`src/rtl/pos_cell_stream_reader.sv`:
```
// Per-cell position reader: fetches the particle count from word 0, then
// streams positions 1..N through a credit-controlled fall-through FIFO.
module pos_cell_stream_reader #(
    parameter int DATA_WIDTH   = 96,
    parameter int PARTICLE_NUM = 220,
    parameter int ADDR_WIDTH   = 8,
    parameter int FIFO_DEPTH   = 4
) (
    input  logic                  clk,
    input  logic                  rst,
    input  logic                  start,
    output logic                  busy,
    output logic                  done,
    output logic [ADDR_WIDTH-1:0] cell_count,
    output logic [ADDR_WIDTH-1:0] mem_address,
    output logic                  mem_rden,
    input  logic [DATA_WIDTH-1:0] mem_q,
    output logic                  out_valid,
    input  logic                  out_ready,
    output logic [DATA_WIDTH-1:0] out_data,
    output logic [ADDR_WIDTH-1:0] out_index,
    output logic                  out_last
);

    localparam int PW = $clog2(FIFO_DEPTH);
    localparam int CW = PW + 1;
    localparam int EW = 1 + ADDR_WIDTH + DATA_WIDTH;
    localparam logic [ADDR_WIDTH-1:0] MAX_CNT = ADDR_WIDTH'(PARTICLE_NUM - 1);
    localparam logic [CW:0] DEPTH_C = (CW+1)'(FIFO_DEPTH);

    typedef enum logic [2:0] {
        IDLE,
        RD_CNT,
        WAIT_CNT,
        STREAM,
        DRAIN,
        DONE
    } state_t;

    state_t state, state_nx;

    logic                  wait_ph, wait_ph_nx;
    logic [ADDR_WIDTH-1:0] next_addr, next_addr_nx;
    logic [ADDR_WIDTH-1:0] count_nx;
    logic [ADDR_WIDTH-1:0] cnt_raw;

    // Read-return pipeline: rv[1] marks that mem_q carries data this cycle
    logic [1:0]            rv;
    logic [ADDR_WIDTH-1:0] tag0, tag1;
    logic                  issue;

    logic [EW-1:0]         fifo_mem [FIFO_DEPTH];
    logic [PW-1:0]         wr_ptr, rd_ptr;
    logic [CW-1:0]         occ;
    logic                  fifo_empty;
    logic                  pop, push, fifo_pop;
    logic [CW:0]           load;
    logic [EW-1:0]         ret_entry, head, sel;

    // Output side: fall-through FIFO with a bypass for returning data
    always_comb begin
        fifo_empty = (occ == '0);
        out_valid  = !fifo_empty || rv[1];
        pop        = out_valid && out_ready;
        fifo_pop   = pop && !fifo_empty;
        push       = rv[1] && !(fifo_empty && out_ready);
        ret_entry  = {(tag1 == cell_count), tag1, mem_q};
        head       = fifo_mem[rd_ptr];
        sel        = fifo_empty ? ret_entry : head;
        out_last   = out_valid ? sel[EW-1] : 1'b0;
        out_index  = out_valid ? sel[EW-2 -: ADDR_WIDTH] : '0;
        out_data   = out_valid ? sel[DATA_WIDTH-1:0] : '0;
        load       = (CW+1)'(occ) + (CW+1)'(rv[0]) + (CW+1)'(rv[1])
                   - (CW+1)'(pop);
        cnt_raw    = mem_q[ADDR_WIDTH-1:0];
    end

    // Next-state, read issue and count capture
    always_comb begin
        state_nx     = state;
        wait_ph_nx   = 1'b0;
        next_addr_nx = next_addr;
        count_nx     = cell_count;
        mem_rden     = 1'b0;
        mem_address  = '0;
        issue        = 1'b0;
        unique case (state)
            IDLE: begin
                if (start) state_nx = RD_CNT;
            end
            RD_CNT: begin
                mem_rden = 1'b1;
                state_nx = WAIT_CNT;
            end
            WAIT_CNT: begin
                if (!wait_ph) begin
                    wait_ph_nx = 1'b1;
                end else begin
                    count_nx = (cnt_raw > MAX_CNT) ? MAX_CNT : cnt_raw;
                    next_addr_nx = ADDR_WIDTH'(1);
                    if (count_nx == '0) state_nx = DONE;
                    else state_nx = STREAM;
                end
            end
            STREAM: begin
                if (load < DEPTH_C) begin
                    issue        = 1'b1;
                    mem_rden     = 1'b1;
                    mem_address  = next_addr;
                    next_addr_nx = next_addr + 1'b1;
                    if (next_addr == cell_count) state_nx = DRAIN;
                end
            end
            DRAIN: begin
                if (pop && out_last) state_nx = DONE;
            end
            DONE: begin
                state_nx = IDLE;
            end
            default: state_nx = IDLE;
        endcase
        busy = (state == RD_CNT) || (state == WAIT_CNT) ||
               (state == STREAM) || (state == DRAIN);
        done = (state == DONE);
    end

    // Control registers
    always_ff @(posedge clk or posedge rst) begin
        if (rst) begin
            state      <= IDLE;
            wait_ph    <= 1'b0;
            next_addr  <= '0;
            cell_count <= '0;
        end else begin
            state      <= state_nx;
            wait_ph    <= wait_ph_nx;
            next_addr  <= next_addr_nx;
            cell_count <= count_nx;
        end
    end

    // Track issued reads and their addresses through the memory latency
    always_ff @(posedge clk or posedge rst) begin
        if (rst) begin
            rv   <= 2'b00;
            tag0 <= '0;
            tag1 <= '0;
        end else begin
            rv   <= {rv[0], issue};
            tag0 <= mem_address;
            tag1 <= tag0;
        end
    end

    // FIFO pointers and occupancy
    always_ff @(posedge clk or posedge rst) begin
        if (rst) begin
            wr_ptr <= '0;
            rd_ptr <= '0;
            occ    <= '0;
        end else begin
            if (push) wr_ptr <= wr_ptr + 1'b1;
            if (fifo_pop) rd_ptr <= rd_ptr + 1'b1;
            occ <= occ + CW'(push) - CW'(fifo_pop);
        end
    end

    // FIFO storage, written with the tagged return word
    always_ff @(posedge clk) begin
        if (push) fifo_mem[wr_ptr] <= ret_entry;
    end

endmodule

```
`config.mk`:
```
export PLATFORM = sky130hd
export DESIGN_NAME = pos_cell_stream_reader
export DESIGN_NICKNAME = d
export VERILOG_FILES = /design/src/rtl/pos_cell_stream_reader.sv
export SDC_FILE = /design/constraint.sdc
export NUM_CORES = 1
export LEC_CHECK = 0
export BUFFER_PORTS_ARGS = -buffer_cell sky130_fd_sc_hd__buf_2
export CAP_MARGIN = 20
export CORE_MARGIN = 2
export CORE_UTILIZATION = 34
export DETAILED_ROUTE_END_ITERATION = 8
export PLACE_DENSITY = 0.59
export SLEW_MARGIN = 20
export SYNTH_ARGS = -nofsm -noshare
export SYNTH_HDL_FRONTEND = slang
export SYNTH_SLANG_ARGS = --single-unit
```
`constraint.sdc`:
```
create_clock -name clk -period 5.3 [get_ports clk]
set_input_delay 1.06 -clock clk [delete_from_list [all_inputs] [get_ports clk]]
set_output_delay 1.06 -clock clk [all_outputs]
set_load 0.01 [all_outputs]
```
==> qor.csv <==
stage;metric;value;unit
hold_path;hold_start;tag0[0];
sta;tightest_slew;1.09;ns
die;die_area;57400;um^2
layout;final_cell_mix;420 x edfxtp_1, 241 x nand2_1, 224 x buf_2, 111 x nand3_1, 105 x mux4_2;
grt;grt_pass1_vias;11026;
power;power.density;556;nW/um^2
die;coreArea;55000;um^2
logic_synthesis;async_flop_share;9.68;%
setup_path;cp_cell_sequence;nor3_4 > nand2_1 > and2_1 > ha_1 > inv_1 > ha_1 > and3_1 > or4_4 > nand2_2 > and2_1 > buf_2;
grt;grt_pass1_wl;67500;um
layout;fin_area;22400;um^2
route;viasPerCell;4.98;
logic_synthesis;yosys_warnings;0;
clocking;clockBufferDepth;3;
route;ant_nets;0;
layout;seq_area;13700;um^2
die;fp-row-count;86;
logic_synthesis;synthCells;1123;
layout;final_layout_size_suffix_gt1_share;31.9;%
sta;finalHoldViolCount;0;
clocking;cts_tree;built;
sta;finalWorstPathRequiredPeriod;4.47;ns
die;die_w;240;um
setup_path;critPathSlowestCell;or4_4;
setup_path;regToRegStartpoint;occ[1];
sta;rsz0062_at_grt;false;
die;io_pins;225;
clocking;htree_levels;2;
place;dpl.hpwl;25400;um
setup_path;slowest_delay;0.60;ns
logic_synthesis;avgSynthCellArea;16.8;um^2
clocking;cts_setup_buffers;0;
route;finalWirelength;44500;um
grt;track_usage;15.6;%
setup_path;critical_path_buf_inv_count;2;
clocking;cts_sinks;465;
logic_synthesis;ys_seq_area_share;72.9;%
clocking;cts.clk_slew.worst_paths;0.06;ns
power;total_power;12400;uW
setup_path;critPathArrivalTime;3.41;ns
sta;fin_ws;0.829;ns
sta;tns;0;ns
clocking;cts_resized;0;
logic_synthesis;synth_edf_count;420;
setup_path;crit_fanout;12;
route;vias;10657;
setup_path;start_kind;flop;
die;start_util;34.3;%
clocking;hold_buffers;0;
setup_path;critPathLaunch;occ[2];
sta;worst_slew_margin_rel;27.0;%
die;die_h;240;um
place;port_buffers;224;
grt;antenna_found_initial;0;
power;ir_worst_vdd;275;uV
layout;diodes;0;
logic_synthesis;ys_ff_latch;465;
route;drcViolationCount;0;
route;drtIter0Drc;720;
layout;syn_to_final_growth;18.7;%
sta;slew_viol_final;0;
route;drt-pass1-iter-count;4;
place;placed_cell_area;20800;um^2
place;dp_slack;0.952;ns
setup_path;cp.required;4.24;ns
place;gp_congestion;0.793;
layout;nFillCells;5052;
sta;fin_crit_sh;84.4;%
clocking;cts_buffers;50;
setup_path;path_class;reg2out;
clocking;clk_latency;0.58;ns
sta;setup_viol;0;
logic_synthesis;syn_nets;1235;
layout;layout_commonest_cell;edfxtp_1;
layout;finalNetCount;1464;
sta;finalClockSkew;0.0185;ns
hold_path;hold_path_class;reg2reg;
logic_synthesis;synth_ff_type;edfxtp_1;
setup_path;cp-end-kind;primary output;
grt;grt_max_degree;70;
sta;max_freq;0.224;GHz
clocking;clock-root-buffer;clkbuf_16;
setup_path;critPathTopFamily;simple AND/OR/NAND/NOR gates;
run;cap_violations;0;
logic_synthesis;synth.distinct_cells;45;
sta;whs;0.371;ns
layout;multi_input_area;4780;um^2
grt;grt_overflow;0;
power;leakage;0.00819;uW
route;wl_per_cell;20.8;um
outcome;outcome;complete, no violations;
logic_synthesis;syn_area;18900;um^2
sequential cells by signal (all words and copies together) (netlist names):
signal and count:
tag0 8, occ 3, fifo_mem 420, state 3, rv 2, wait_ph 1
wr_ptr 2, cell_count 8, next_addr 8, tag1 8, rd_ptr 2
logic make-up (layout without fill, tap and decap cells):
kind of cell | after synthesis | after routing | synth area share [%]
flops | 465 | 465 | 72.9
simple gates | 401 | 401 | 9.49
mux | 113 | 113 | 13.0
buf+inv | 83 | 350 | 1.88
compound gates | 27 | 27 | 0.949
xor+xnor | 22 | 22 | 1.02
fa+ha+maj | 12 | 12 | 0.836
synthesized netlist by cell type (5+ instances only):
| library cell | count | area, um^2 |
|---|---|---|
| edfxtp_1 | 420 | 12600 |
| nand2_1 | 241 | 905 |
| nand3_1 | 111 | 556 |
| mux4_2 | 105 | 2360 |
| dfrtp_1 | 45 | 1130 |
| clkbuf_1 | 33 | 124 |
| xnor2_1 | 21 | 184 |
| buf_2 | 17 | 85.1 |
| inv_1 | 15 | 56.3 |
| and2_1 | 14 | 87.6 |
| buf_1 | 14 | 52.6 |
| ha_1 | 11 | 138 |
| mux2i_1 | 8 | 80.1 |
| a21oi_1 | 7 | 35.0 |
| o21ai_0 | 7 | 35.0 |
| or2_2 | 7 | 43.8 |
| nand4_1 | 6 | 37.5 |
| nor2_1 | 5 | 18.8 |
layout make-up:
type                    instances  area share [%]
multi-input cells             575            21.4
clock buffers                  67            6.25
clock inverters                23           0.671
flip-flops and latches        465            61.4
repair buffers                245            5.88
well taps                     748            4.18
inverters                      15           0.251
metal layers:
| layer | track usage (%) | vias to the layer above | wire, um |
|---|---|---|---|
| met2 | 25.0 | 242 | 21500 |
| met3 | 2.59 | 65 | 1790 |
| met4 | 4.47 | 0 | 958 |
| met1 | 21.9 | 5598 | 20200 |
| li1 | - | 4752 | - |
| met5 | 0 | - | 0 |
power by group:
part / internal [uW] / switching (uW)
combinational: 1770 / 2460
sequential: 4560 / 354
clock: 1900 / 1400
total: 8230 / 4210
metrics by stage:
stage | util [%] | std cells
after floorplan | - | 1123
after global placement | 37.9 | 2048
after detailed placement | 37.9 | 2048
after CTS | 40.7 | 2138
after global routing | 40.7 | 2138
final | 40.7 | 2138
final timing paths:
kind / slack (ns) / endpoint / cells after the start
setup reg to reg: 1.96 / fifo_mem[2][51] / 5
hold / removal: 0.37 / tag1[0] / 0
max in group asynchronous: 4.21 / rd_ptr[1] / 3
hold reg to reg: 0.37 / tag1[0] / 0
setup / recovery: 0.83 / mem_address[4] / 11
min in group asynchronous: 0.63 / next_addr[2] / 3
Power figures use the tool's default switching activity.
